===== config.mk =====
export PLATFORM = sky130hd
export DESIGN_NAME = ads1292_sample_fifo_flat
export DESIGN_NICKNAME = d
export VERILOG_FILES = /design/src/rtl/ads1292_sample_fifo_if.sv /design/src/rtl/ads1292_sample_fifo.sv /design/src/flat_wrapper.sv
export SDC_FILE = /design/constraint.sdc
export NUM_CORES = 1
export LEC_CHECK = 0
export CAP_MARGIN = 20
export CORE_AREA = 2 2 190 192
export CTS_CLUSTER_SIZE = 40
export DETAILED_ROUTE_END_ITERATION = 10
export DIE_AREA = 0 0 192 194
export GPL_TIMING_DRIVEN = 0
export MAX_ROUTING_LAYER = met4
export PLACE_DENSITY = 0.64
export SKIP_CTS_REPAIR_TIMING = 1
export SLEW_MARGIN = 30
export SYNTH_ARGS = -nofsm -noshare
export SYNTH_HDL_FRONTEND = slang
export SYNTH_SLANG_ARGS = --single-unit

===== constraint.sdc =====
create_clock -name i_CLK -period 3.8 [get_ports i_CLK]
set_input_delay 0.95 -clock i_CLK [delete_from_list [all_inputs] [get_ports i_CLK]]
set_output_delay 0.95 -clock i_CLK [all_outputs]
set_load 0.03 [all_outputs]

===== src/rtl/ads1292_sample_fifo_if.sv =====
// Sample handshake bundle between ads1292_filter, the sample FIFO and sensor_core.
// The producer side (in_*) and consumer side (out_*) are both carried here;
// the FIFO takes the slave view, the surrounding logic takes the master view.
interface ads1292_sample_fifo_if #(
    parameter int DATA_WIDTH = 24
);
    logic [DATA_WIDTH-1:0] in_data;
    logic                  in_valid;
    logic                  in_ack;
    logic [DATA_WIDTH-1:0] out_data;
    logic                  out_valid;
    logic                  out_ack;

    modport slave (
        input  in_data,
        input  in_valid,
        output in_ack,
        output out_data,
        output out_valid,
        input  out_ack
    );

    modport master (
        output in_data,
        output in_valid,
        input  in_ack,
        input  out_data,
        input  out_valid,
        output out_ack
    );
endinterface


===== src/rtl/ads1292_sample_fifo.sv =====
// Elastic sample buffer between ads1292_filter and sensor_core (i_CLK domain).
// Show-ahead register-array FIFO with a registered head, a two-state capture FSM
// that takes exactly one sample per VALID level, occupancy and overflow reporting.
// Optional build macro ADS1292_FIFO_DROP_OLDEST_EN: when full, discard the oldest
// entry instead of stalling the producer, and count the drops.
module ads1292_sample_fifo #(
    parameter  int DATA_WIDTH = 24,
    parameter  int DEPTH      = 16,
    parameter  int CNT_WIDTH  = 16,
    localparam int LVL_W      = $clog2(DEPTH + 1),
    localparam int PTR_W      = $clog2(DEPTH)
) (
    input  logic                   i_CLK,
    input  logic                   i_RSTN,
    ads1292_sample_fifo_if.slave   fifo_bus,
    input  logic                   i_FLUSH,
    output logic [LVL_W-1:0]       o_LEVEL,
    output logic                   o_FULL,
    output logic [CNT_WIDTH-1:0]   o_OVERFLOW_CNT
);

    typedef enum logic {
        ARMED    = 1'b0,
        WAIT_LOW = 1'b1
    } state_t;

    state_t                state;
    logic                  in_ack_r;

    logic [DATA_WIDTH-1:0] mem [DEPTH];
    logic [PTR_W-1:0]      wptr;
    logic [PTR_W-1:0]      rptr;
    logic [PTR_W-1:0]      rptr_n;
    logic [LVL_W-1:0]      level;
    logic [LVL_W-1:0]      level_n;
    logic                  full_r;
    logic                  out_valid_r;
    logic [DATA_WIDTH-1:0] out_data_r;
    logic [DATA_WIDTH-1:0] out_data_n;

    logic                  pop;
    logic                  write_ok;
    logic                  capture;
    logic                  store;
    logic                  drop;
    logic                  rd_adv;

    // Handshake decode and next-state datapath values
    always_comb begin
        pop      = fifo_bus.out_ack && out_valid_r;
`ifdef ADS1292_FIFO_DROP_OLDEST_EN
        write_ok = 1'b1;
`else
        write_ok = !full_r || pop;
`endif
        capture  = (state == ARMED) && fifo_bus.in_valid && write_ok;
        // A flush discards the captured sample but the ack is still issued
        store    = capture && !i_FLUSH;
`ifdef ADS1292_FIFO_DROP_OLDEST_EN
        drop     = store && full_r && !pop;
`else
        drop     = 1'b0;
`endif
        rd_adv   = (pop && !i_FLUSH) || drop;

        if (i_FLUSH) begin
            rptr_n  = '0;
            level_n = '0;
        end else begin
            rptr_n  = rptr + PTR_W'(rd_adv);
            level_n = level + LVL_W'(store) - LVL_W'(rd_adv);
        end

        // The head register looks at the next read slot; when that slot is being
        // written in this same cycle (empty FIFO, or pop of the last entry) the
        // incoming sample is forwarded into the register, one cycle of latency.
        if (store && (wptr == rptr_n)) begin
            out_data_n = fifo_bus.in_data;
        end else begin
            out_data_n = mem[rptr_n];
        end
    end

    // Capture FSM: one sample per VALID assertion, acknowledged with a single pulse
    always_ff @(posedge i_CLK or negedge i_RSTN) begin
        if (!i_RSTN) begin
            state    <= ARMED;
            in_ack_r <= 1'b0;
        end else begin
            in_ack_r <= capture;
            case (state)
                ARMED:    if (capture)            state <= WAIT_LOW;
                WAIT_LOW: if (!fifo_bus.in_valid) state <= ARMED;
                default:                          state <= ARMED;
            endcase
        end
    end

    // Sample storage; contents are don't-care until written
    always_ff @(posedge i_CLK) begin
        if (store) begin
            mem[wptr] <= fifo_bus.in_data;
        end
    end

    // Pointers, occupancy and registered head/status outputs
    always_ff @(posedge i_CLK or negedge i_RSTN) begin
        if (!i_RSTN) begin
            wptr        <= '0;
            rptr        <= '0;
            level       <= '0;
            full_r      <= 1'b0;
            out_valid_r <= 1'b0;
            out_data_r  <= '0;
        end else begin
            if (i_FLUSH) begin
                wptr <= '0;
            end else if (store) begin
                wptr <= wptr + PTR_W'(1);
            end
            rptr        <= rptr_n;
            level       <= level_n;
            full_r      <= (level_n == LVL_W'(DEPTH));
            out_valid_r <= (level_n != '0);
            out_data_r  <= out_data_n;
        end
    end

`ifdef ADS1292_FIFO_DROP_OLDEST_EN
    logic [CNT_WIDTH-1:0] ovf_cnt;

    // Saturating count of discarded oldest entries; only reset clears it
    always_ff @(posedge i_CLK or negedge i_RSTN) begin
        if (!i_RSTN) begin
            ovf_cnt <= '0;
        end else if (drop && (ovf_cnt != '1)) begin
            ovf_cnt <= ovf_cnt + CNT_WIDTH'(1);
        end
    end

    assign o_OVERFLOW_CNT = ovf_cnt;
`else
    assign o_OVERFLOW_CNT = '0;
`endif

    assign fifo_bus.in_ack    = in_ack_r;
    assign fifo_bus.out_valid = out_valid_r;
    assign fifo_bus.out_data  = out_data_r;
    assign o_LEVEL            = level;
    assign o_FULL             = full_r;

endmodule


===== src/flat_wrapper.sv =====
// flat-port wrapper written by rule: the top's interface ports become plain ports
module ads1292_sample_fifo_flat 
#(
    parameter  int DATA_WIDTH = 24,
    parameter  int DEPTH      = 16,
    parameter  int CNT_WIDTH  = 16,
    localparam int LVL_W      = $clog2(DEPTH + 1),
    localparam int PTR_W      = $clog2(DEPTH)
)
  (i_CLK, i_RSTN, i_FLUSH, o_LEVEL, o_FULL, o_OVERFLOW_CNT, fifo_bus_in_data, fifo_bus_in_valid, fifo_bus_in_ack, fifo_bus_out_data, fifo_bus_out_valid, fifo_bus_out_ack);
  ads1292_sample_fifo_if #(.DATA_WIDTH(DATA_WIDTH)) fifo_bus_i ();
  input  logic i_CLK;
  input  logic i_RSTN;
  input  logic i_FLUSH;
  output logic [LVL_W-1:0] o_LEVEL;
  output logic o_FULL;
  output logic [CNT_WIDTH-1:0] o_OVERFLOW_CNT;
  input wire logic [$bits(fifo_bus_i.in_data)-1:0] fifo_bus_in_data;
  input wire logic [$bits(fifo_bus_i.in_valid)-1:0] fifo_bus_in_valid;
  output wire logic [$bits(fifo_bus_i.in_ack)-1:0] fifo_bus_in_ack;
  output wire logic [$bits(fifo_bus_i.out_data)-1:0] fifo_bus_out_data;
  output wire logic [$bits(fifo_bus_i.out_valid)-1:0] fifo_bus_out_valid;
  input wire logic [$bits(fifo_bus_i.out_ack)-1:0] fifo_bus_out_ack;
  assign fifo_bus_i.in_data = fifo_bus_in_data;
  assign fifo_bus_i.in_valid = fifo_bus_in_valid;
  assign fifo_bus_in_ack = fifo_bus_i.in_ack;
  assign fifo_bus_out_data = fifo_bus_i.out_data;
  assign fifo_bus_out_valid = fifo_bus_i.out_valid;
  assign fifo_bus_i.out_ack = fifo_bus_out_ack;
  ads1292_sample_fifo #(.DATA_WIDTH(DATA_WIDTH), .DEPTH(DEPTH), .CNT_WIDTH(CNT_WIDTH)) u_core (.i_CLK(i_CLK), .i_RSTN(i_RSTN), .fifo_bus(fifo_bus_i), .i_FLUSH(i_FLUSH), .o_LEVEL(o_LEVEL), .o_FULL(o_FULL), .o_OVERFLOW_CNT(o_OVERFLOW_CNT));
endmodule

-- Yosys cells after proc, flatten, opt, wreduce, memory -nomap -nowiden
Memory sizes are Yosys's and may differ from the RTL's. A register that Yosys moved wholly into a read port is not among the register bits.
Cells that the tools add are included.
- bits in registers: 17
- bits in latches: 0
- bits in writable memories: 384
- memory bits (read-only): 0
- input bits: 29
- output and inout port bits: 48
- logic and storage cells: 34
- memories kept: 1
- memories (name ; words ; width ; rd ports ; clocked after Yosys merged registers in ; wr ports ; RTL line ; source):
    u_core.mem ; 16 ; 24 ; 1 ; 1 ; 1 ; ads1292_sample_fifo.sv:30 ; logic [DATA_WIDTH-1:0] mem [DEPTH];
- add/subtract/negate cells: 4
- multipliers: 0
- divide/modulo/power cells: 0
- order comparisons: 0
- eq/ne operators: 1
- shifts and indexed selects: 0
- multiplexer cells: 9
- bitwise logic cells: 1
- reduce and logical (&&, ||, !) cells: 11
- operator list (kind ; count):
    4-bit two-way mux ; 3
    5-bit by 1-bit adder with 5-bit output ; 1
    5-bit equality test (second input constant) ; 1
    1-bit logical AND ; 5
    5-bit two-way mux ; 1
    5-bit nonzero test ; 1
    5-bit by 1-bit subtractor with 5-bit output ; 1
    4-bit by 1-bit adder with 4-bit output ; 1
    4-bit by 1-bit adder with 4-bit output (second input constant) ; 1
    1-bit two-way mux ; 4
    1-bit zero test ; 3
    1-bit case mux with 2 select lines ; 1
    2-bit nonzero test ; 1
    1-bit logical OR ; 1
    1-bit inverter ; 1

-- Longest topological paths before layout
Gate-level depths: netlist of the first run.
- word-level depth: 8
- gate-level depth with buffers: 14

-- Least setup slack after synthesis of the first run
No wires, ideal clock.
- kind: input to register
- start point: input port i_FLUSH
- end point: memory u_core.mem[3][0] (enable)
- arrival time: 3.365 ns
- required time: 3.365 ns
- setup slack: 0.000 ns
- stages on the path: 5
- path buffers: 2
- cells stage by stage: buf_4 clkinv_1 clkbuf_1 nand3_1 nor3_1
- word-level cells in the longest chain between the ends: 4
- RTL lines (what ; RTL line ; source):
    start: declaration ; flat_wrapper.sv:14 ; input logic i_FLUSH;
    1-bit zero test ; ads1292_sample_fifo.sv:58 ; store = capture && !i_FLUSH;
    1-bit logical AND ; ads1292_sample_fifo.sv:58 ;
    1-bit two-way mux ; ads1292_sample_fifo.sv:101 ; if (store) begin
    1-bit two-way mux (implied by the code) ; ads1292_sample_fifo.sv:102 ; mem[wptr] <= fifo_bus.in_data;
    end: declaration ; ads1292_sample_fifo.sv:30 ;
No other way between the ends.

-- Final worst setup path of the first run
- start point: input port i_FLUSH
- end point: register u_core.out_data_r[13], in the netlist u_core.fifo_bus.out_data[13], read port of u_core.mem
- word-level cells in the longest chain between the ends: 4
- RTL lines (what ; RTL line ; source):
    1-bit zero test ; ads1292_sample_fifo.sv:64 ; rd_adv = (pop && !i_FLUSH) || drop;
    1-bit logical AND ; ads1292_sample_fifo.sv:64 ;
    4-bit by 1-bit adder with 4-bit output ; ads1292_sample_fifo.sv:70 ; rptr_n = rptr + PTR_W'(rd_adv);
    4-bit two-way mux * ; ads1292_sample_fifo.sv:66 ; if (i_FLUSH) begin
    end: declaration ; ads1292_sample_fifo.sv:38 ; logic [DATA_WIDTH-1:0] out_data_r;
Every way passes the cells marked *; elsewhere a longest branch is shown, timed or not.
A chain may end at the register's enable or synchronous reset.

==> results.toml, run 1 <==
[synthesis]
synth.distinct_cells = 64
synthArstFlopShare = 0.0965
synth.yosys.seq_area_share = 0.720
syn_area_per_cell_sq_um = 15.4
synth_warnings = 0
synth_top_area_frac = 0.662
synth_edf_count = 384
ys_seq_elements = 425
ys_top_cells_by_area = "edfxtp_1 66%, dfrtp_1 5.9%, mux2i_1 5.3%"
syn_inst = 1132
synth_top_cell_by_area = "edfxtp_1"
ys.flop_type = "edfxtp_1"
syn_area_sq_um = 17400

[die]
start_util = 0.495
core-area_sq_um = 35200
num_io_pins = 77
core.rowCount = 69
die-area_sq_um = 37200
die_h_um = 194
die_x_um = 192

[timing]
hold_viol = 0
setup_ws_ns = -0.00475
fin_tns_setup_ns = -0.00475
finalSetupViolations = 1
fin_skew_ns = 0.0108
clock.fmax_mhz = 263
drv_slew = 0
maxSlewHeadroom = 0.483
tightest_slew_ns = 0.776
period_share = 1.00
fin_crit_ns = 3.80

[setup_path]
cpPeakStageDelay_ns = 0.57
critPathMaxFanout = 10
worst_setup_path_end_kind = "flop"
rrSetupSlack_ns = 1.13
cp_num_buf_inv = 5
crit_path_top_delay_cell = "clkdlybuf4s50_1"
required_ns = 4.24
timing.critical_path.mode_cell = "buf_6"
cp_cell_sequence = "clkdlybuf4s50_1 -> buf_6 -> clkinvlp_4 -> clkbuf_4 -> and3_2 -> ha_1 -> ha_4 -> xnor2_4 -> xor2_2 -> nand4_4 -> or2_4 -> buf_6 -> a31oi_2"
critPathArrivalTime_ns = 4.24
crit_type = "input pin to flop"
start_kind = "input pin"
cpLargestDelayFamily = "buffers and inverters"

[cts]
tritoncts = "yes"
clk_pin_slew_ns = 0.06
clock_sinks = 425
cts_buffer_depth = 3
cts_root_buf = "clkbuf_16"
clock_latency_ns = 0.54
cts_buffers = 44
cts_max_level = 2

[drt]
avgViaCountPerCell = 6.07
drt_wl_total_um = 45500
firstDrtPassIters = 5
drc_errors = 0
post_drt_wl_per_cell_um = 25.6
drt.antenna.violating_nets = 0
vias = 10800
drt-initial-drc-count = 1203

[placed_design]
numPortBuffers = 60
numPlacedInstances = 1695
dpl-instance-area_sq_um = 19200
pre_cts_ws_ns = -1.68
gp_congestion = 0.853
hpwl_um = 29400

[cells_and_area]
nets = 1327
area_growth_pct = 21.1
instances_no_fill = 1781
stdcell_area_sq_um = 21100
drive_gt1_frac = 0.201
diodes = 0

[global_route]
grt_max_degree = 35
antenna_found_initial = 0
grt_pass1_wl_um = 66500
grt_use_total = 0.253
grt_overflow = 0
first_global_vias = 10500

[status]
violations = "setup timing"
status = "complete, but fails checks"

[power]
p_leak_nw = 7.00
p_per_area_nw_per_um2 = 558
ir_worst_vdd_mv = 0.368

[job]
drv_cap = 0

[hold_path]
holdCritPathClass = "input pin to asynchronous set/reset pin"
-- cell families after synthesis --
group	Yosys count	share of synthesized area
flip-flops	425	0.720
AO/OA/AOI/OAI	232	0.0956
AND/OR/NAND/NOR	222	0.0648
multiplexers	119	0.0709
buffers and inverters	110	0.0327
adder cells (fa/ha/maj)	12	0.00905
XOR/XNOR	11	0.00639
other	1	0.000215
-- report_power, final --
| group | internal, W | switching, W |
|---|---|---|
| clock | 0.00272 | 0.00171 |
| sequential | 0.00522 | 0.0000535 |
| combinational | 0.000805 | 0.00127 |
-- area by class of cell --
cell class / instances / area (sq um)
plain buffers: 94 / 667
clock buffers: 61 / 1230
clock inverters: 19 / 269
fillers: 2644 / 14100
inverters: 16 / 70.1
multi-input cells: 612 / 4660
flip-flops and latches: 425 / 12600
well taps: 461 / 577
repair buffers: 93 / 1090
-- layer usage --
| layer | up-vias | global-route usage | wire length [um] |
|---|---|---|---|
| met5 | - | - | 0 |
| li1 | 4708 | - | - |
| met2 | 596 | 0.373 | 20700 |
| met3 | 105 | 0.0454 | 4510 |
| met4 | 0 | 0.0925 | 1510 |
| met1 | 5397 | 0.354 | 18800 |
-- path summary, 6_finish.rpt --
| check | depth (start not counted) | start | to |
|---|---|---|---|
| worst max-delay path | 13 | i_FLUSH | u_core.fifo_bus.out_data[13]$_DFF_PN0_ |
| worst min-delay path | 1 | i_RSTN | u_core.fifo_bus.out_data[17]$_DFF_PN0_ |
| worst max register to register | 10 | u_core.o_FULL$_DFF_PN0_ | u_core.fifo_bus.out_valid$_DFF_PN0_ |
| worst min register to register | 2 | u_core.state$_DFF_PN0_ | u_core.state$_DFF_PN0_ |
| max in group asynchronous | 2 | i_RSTN | u_core.fifo_bus.out_data[1]$_DFF_PN0_ |
| min in group i_CLK | 2 | u_core.state$_DFF_PN0_ | u_core.state$_DFF_PN0_ |
-- worst register-to-register path: stages, from the launching register on --
cell and delay, ns:
dfrtp_1 0.37, a21boi_1 0.18, nor4b_4 0.47, ha_1 0.26, inv_1 0.06, fa_1 0.42
nor2b_1 0.11, o21ai_0 0.10, a21oi_1 0.20, nor3_1 0.09, or2_2 0.30
-- layout by cell type, fill, tap and decap left out, drive strengths merged, types with 4 or more instances in the layout --
master | netlist | layout
nand3 | 22 | 22
dfrtp | 41 | 41
conb | 1 | 16
clkbuf | 33 | 99
bufinv | 0 | 7
a2111oi | 21 | 21
a32oi | 21 | 21
buf | 61 | 90
xnor2 | 4 | 4
nor2 | 22 | 22
a21oi | 26 | 26
mux2 | 25 | 25
o22ai | 21 | 21
a22oi | 21 | 21
nor2b | 54 | 54
clkdlybuf4s50 | 0 | 59
nor3 | 26 | 26
nand2 | 76 | 76
o21ai | 25 | 25
a211oi | 31 | 31
a31oi | 25 | 25
mux2i | 94 | 94
clkinv | 2 | 10
nand2b | 5 | 5
xor2 | 7 | 7
inv | 14 | 14
clkinvlp | 0 | 4
a311oi | 21 | 21
edfxtp | 384 | 384
ha | 11 | 11
-- cells in the mapped netlist, drive strengths merged, types with 4 or more instances --
master   number
edfxtp      384
mux2i        94
nand2        76
buf          61
nor2b        54
dfrtp        41
clkbuf       33
a211oi       31
a21oi        26
nor3         26
a31oi        25
mux2         25
o21ai        25
nand3        22
nor2         22
a2111oi      21
a22oi        21
a311oi       21
a32oi        21
o22ai        21
inv          14
ha           11
xor2          7
nand2b        5
xnor2         4
-- flip-flops by register name (all words and copies together), names as in the netlist --
signal	cells
u_core.mem	384
u_core.fifo_bus.out_data	24
u_core.o_LEVEL	5
u_core.rptr	4
u_core.wptr	4
u_core.fifo_bus.in_ack	1
u_core.fifo_bus.out_valid	1
u_core.o_FULL	1
u_core.state	1
-- per-stage QoR --
stage | power (W) | hold WS, ns | utilization
after floorplan | 0.00659 | 0.550 | -
after global placement | 0.00729 | 0.585 | 0.530
after detailed placement | 0.00732 | 0.599 | 0.546
after CTS | 0.0117 | 0.233 | 0.588
after global routing | 0.0122 | 0.235 | 0.599
final | 0.0118 | 0.239 | 0.599
Note: power is estimated with default switching activity, not from simulation.
==> run 2, diff against run 1 <==
- SLEW_MARGIN: 30 -> unset
==> results.toml, run 2 (same netlist as run 1, synthesis figures left out) <==
[setup_path]
reg2reg_depth = 4
critPathMaxFanout = 10
rr_startpoint = "u_core.o_FULL$_DFF_PN0_"
crit_type = "input pin to flop"
reg2reg_to = "u_core.mem[15][13]$_DFFE_PP_"
critPathArrivalTime_ns = 4.19
required_ns = 4.19
rrSetupSlack_ns = 1.06
worst_setup_path_end_kind = "flop"
start_kind = "input pin"
worstSetupEndpoint = "u_core.fifo_bus.out_data[9]$_DFF_PN0_"
startpoint = "i_FLUSH"

[cells_and_area]
final_util = 0.592
area_growth_pct = 19.5
stdcell_area_sq_um = 20800
final_cell_mix = "384 x edfxtp_1, 93 x mux2i_1, 76 x nand2_1"
drive_gt1_frac = 0.185
largest_register = "u_core.mem"
largest_reg_flops = 384
fillCellCount = 2694
nets = 1320
final_common_cell = "edfxtp_1"
diodes = 0

[timing]
period_share = 1.00
fin_skew_ns = 0.0100
tightest_slew_ns = 0.963
maxSlewHeadroom = 0.356
fin_crit_ns = 3.81
clock.fmax_mhz = 263
finalSetupViolations = 1
setup_ws_ns = -0.00678
drv_slew = 0
hold_viol = 0

[placed_design]
numPortBuffers = 60
dpl-instance-area_sq_um = 19100
pre_cts_ws_ns = -1.69
gp_congestion = 0.853
hpwl_um = 28600

[drt]
firstDrtPassIters = 6
post_drt_wl_per_cell_um = 25.3
drt_wl_total_um = 44800
vias = 10700
drt-initial-drc-count = 1275
drc_errors = 0
drt.antenna.violating_nets = 0
avgViaCountPerCell = 6.03

[global_route]
grt_pass1_wl_um = 65900
grt_use_total = 0.250
antenna_found_initial = 0
grt_max_degree = 34
grt_overflow = 0
first_global_vias = 10400

[cts]
cts_max_level = 2
clock_latency_ns = 0.54
cts_root_buf = "clkbuf_16"
cts_buffer_depth = 3
clk_pin_slew_ns = 0.06
clock_sinks = 425
cts_buffers = 45
tritoncts = "yes"

[power]
p_leak_nw = 6.87
p_per_area_nw_per_um2 = 550
ir_worst_vdd_mv = 0.451

[status]
violations = "setup timing"
status = "complete, but fails checks"

[die]
die-area_sq_um = 37200
num_io_pins = 77
start_util = 0.495
die_h_um = 194
die_x_um = 192
core.rowCount = 69
core-area_sq_um = 35200

[hold_path]
holdCritPathClass = "input pin to asynchronous set/reset pin"

[job]
drv_cap = 0
-- run 2: changes by cell type in the layout (fill, tap and decap cells not counted), moves of 3 or more --
cell,change
buf_6,+9
clkbuf_8,-4
clkinv_1,+7
buf_16,-4
buf_2,+3
bufinv_16,-3
buf_4,-17
-- run 2: worst min-delay path by stage --
stage / cells past startpoint / end / slack (ns)
global placement: 1 / u_core.fifo_bus.in_ack$_DFF_PN0_ / 0.58
CTS: 1 / u_core.fifo_bus.out_data[20]$_DFF_PN0_ / 0.30
floorplan: 1 / u_core.fifo_bus.in_ack$_DFF_PN0_ / 0.55
finish: 1 / u_core.fifo_bus.out_data[20]$_DFF_PN0_ / 0.31
global route: 1 / u_core.fifo_bus.out_data[20]$_DFF_PN0_ / 0.32
detailed placement: 1 / u_core.fifo_bus.in_ack$_DFF_PN0_ / 0.60
-- run 2: worst max-delay path, stage by stage --
cell and delay (ns):
clkdlybuf4s50_1 0.56, buf_6 0.15, clkinvlp_4 0.08, clkbuf_4 0.22, and3_2 0.30, ha_1 0.35, buf_6 0.18, clkbuf_4 0.26
clkbuf_4 0.33, mux2i_1 0.22, nand2_1 0.07, a32oi_1 0.32, a31oi_2 0.17
-- run 2: per-stage QoR --
step | instances | TNS, ns | hold slack (ns) | power, W
final | 1771 | -0.00678 | 0.305 | 0.0115
after global routing | 1771 | -0.157 | 0.317 | 0.0118
after CTS | 1766 | -25.08 | 0.299 | 0.0114
after detailed placement | 1688 | -70.47 | 0.600 | 0.00732
after global placement | 1668 | -592.19 | 0.585 | 0.00729
after floorplan | 1147 | 0 | 0.550 | 0.00659
-- run 2: final cells by class --
cell class	count	area, sq um	area share
multi-input cells	612	4610	0.221
well taps	461	577	0.0277
repair buffers	85	1000	0.0480
clock buffers	54	1160	0.0557
flip-flops and latches	425	12600	0.603
plain buffers	94	653	0.0313
clock inverters	24	208	0.00997
inverters	16	70.1	0.00336
-- run 2: where the power goes --
part           leakage (nW)  switching [W]  internal, W
logic                  2.25        0.00125     0.000794
registers              3.96      0.0000564      0.00522
clock network         0.668        0.00171      0.00243
total                  6.87        0.00302      0.00845
-- run 2: routing by layer --
layer | vias up | GRT usage | wire (um)
li1 | 4697 | - | -
met1 | 5353 | 0.350 | 19200
met2 | 532 | 0.369 | 20400
met3 | 101 | 0.0456 | 3820
met4 | 0 | 0.0902 | 1400
met5 | - | - | 0
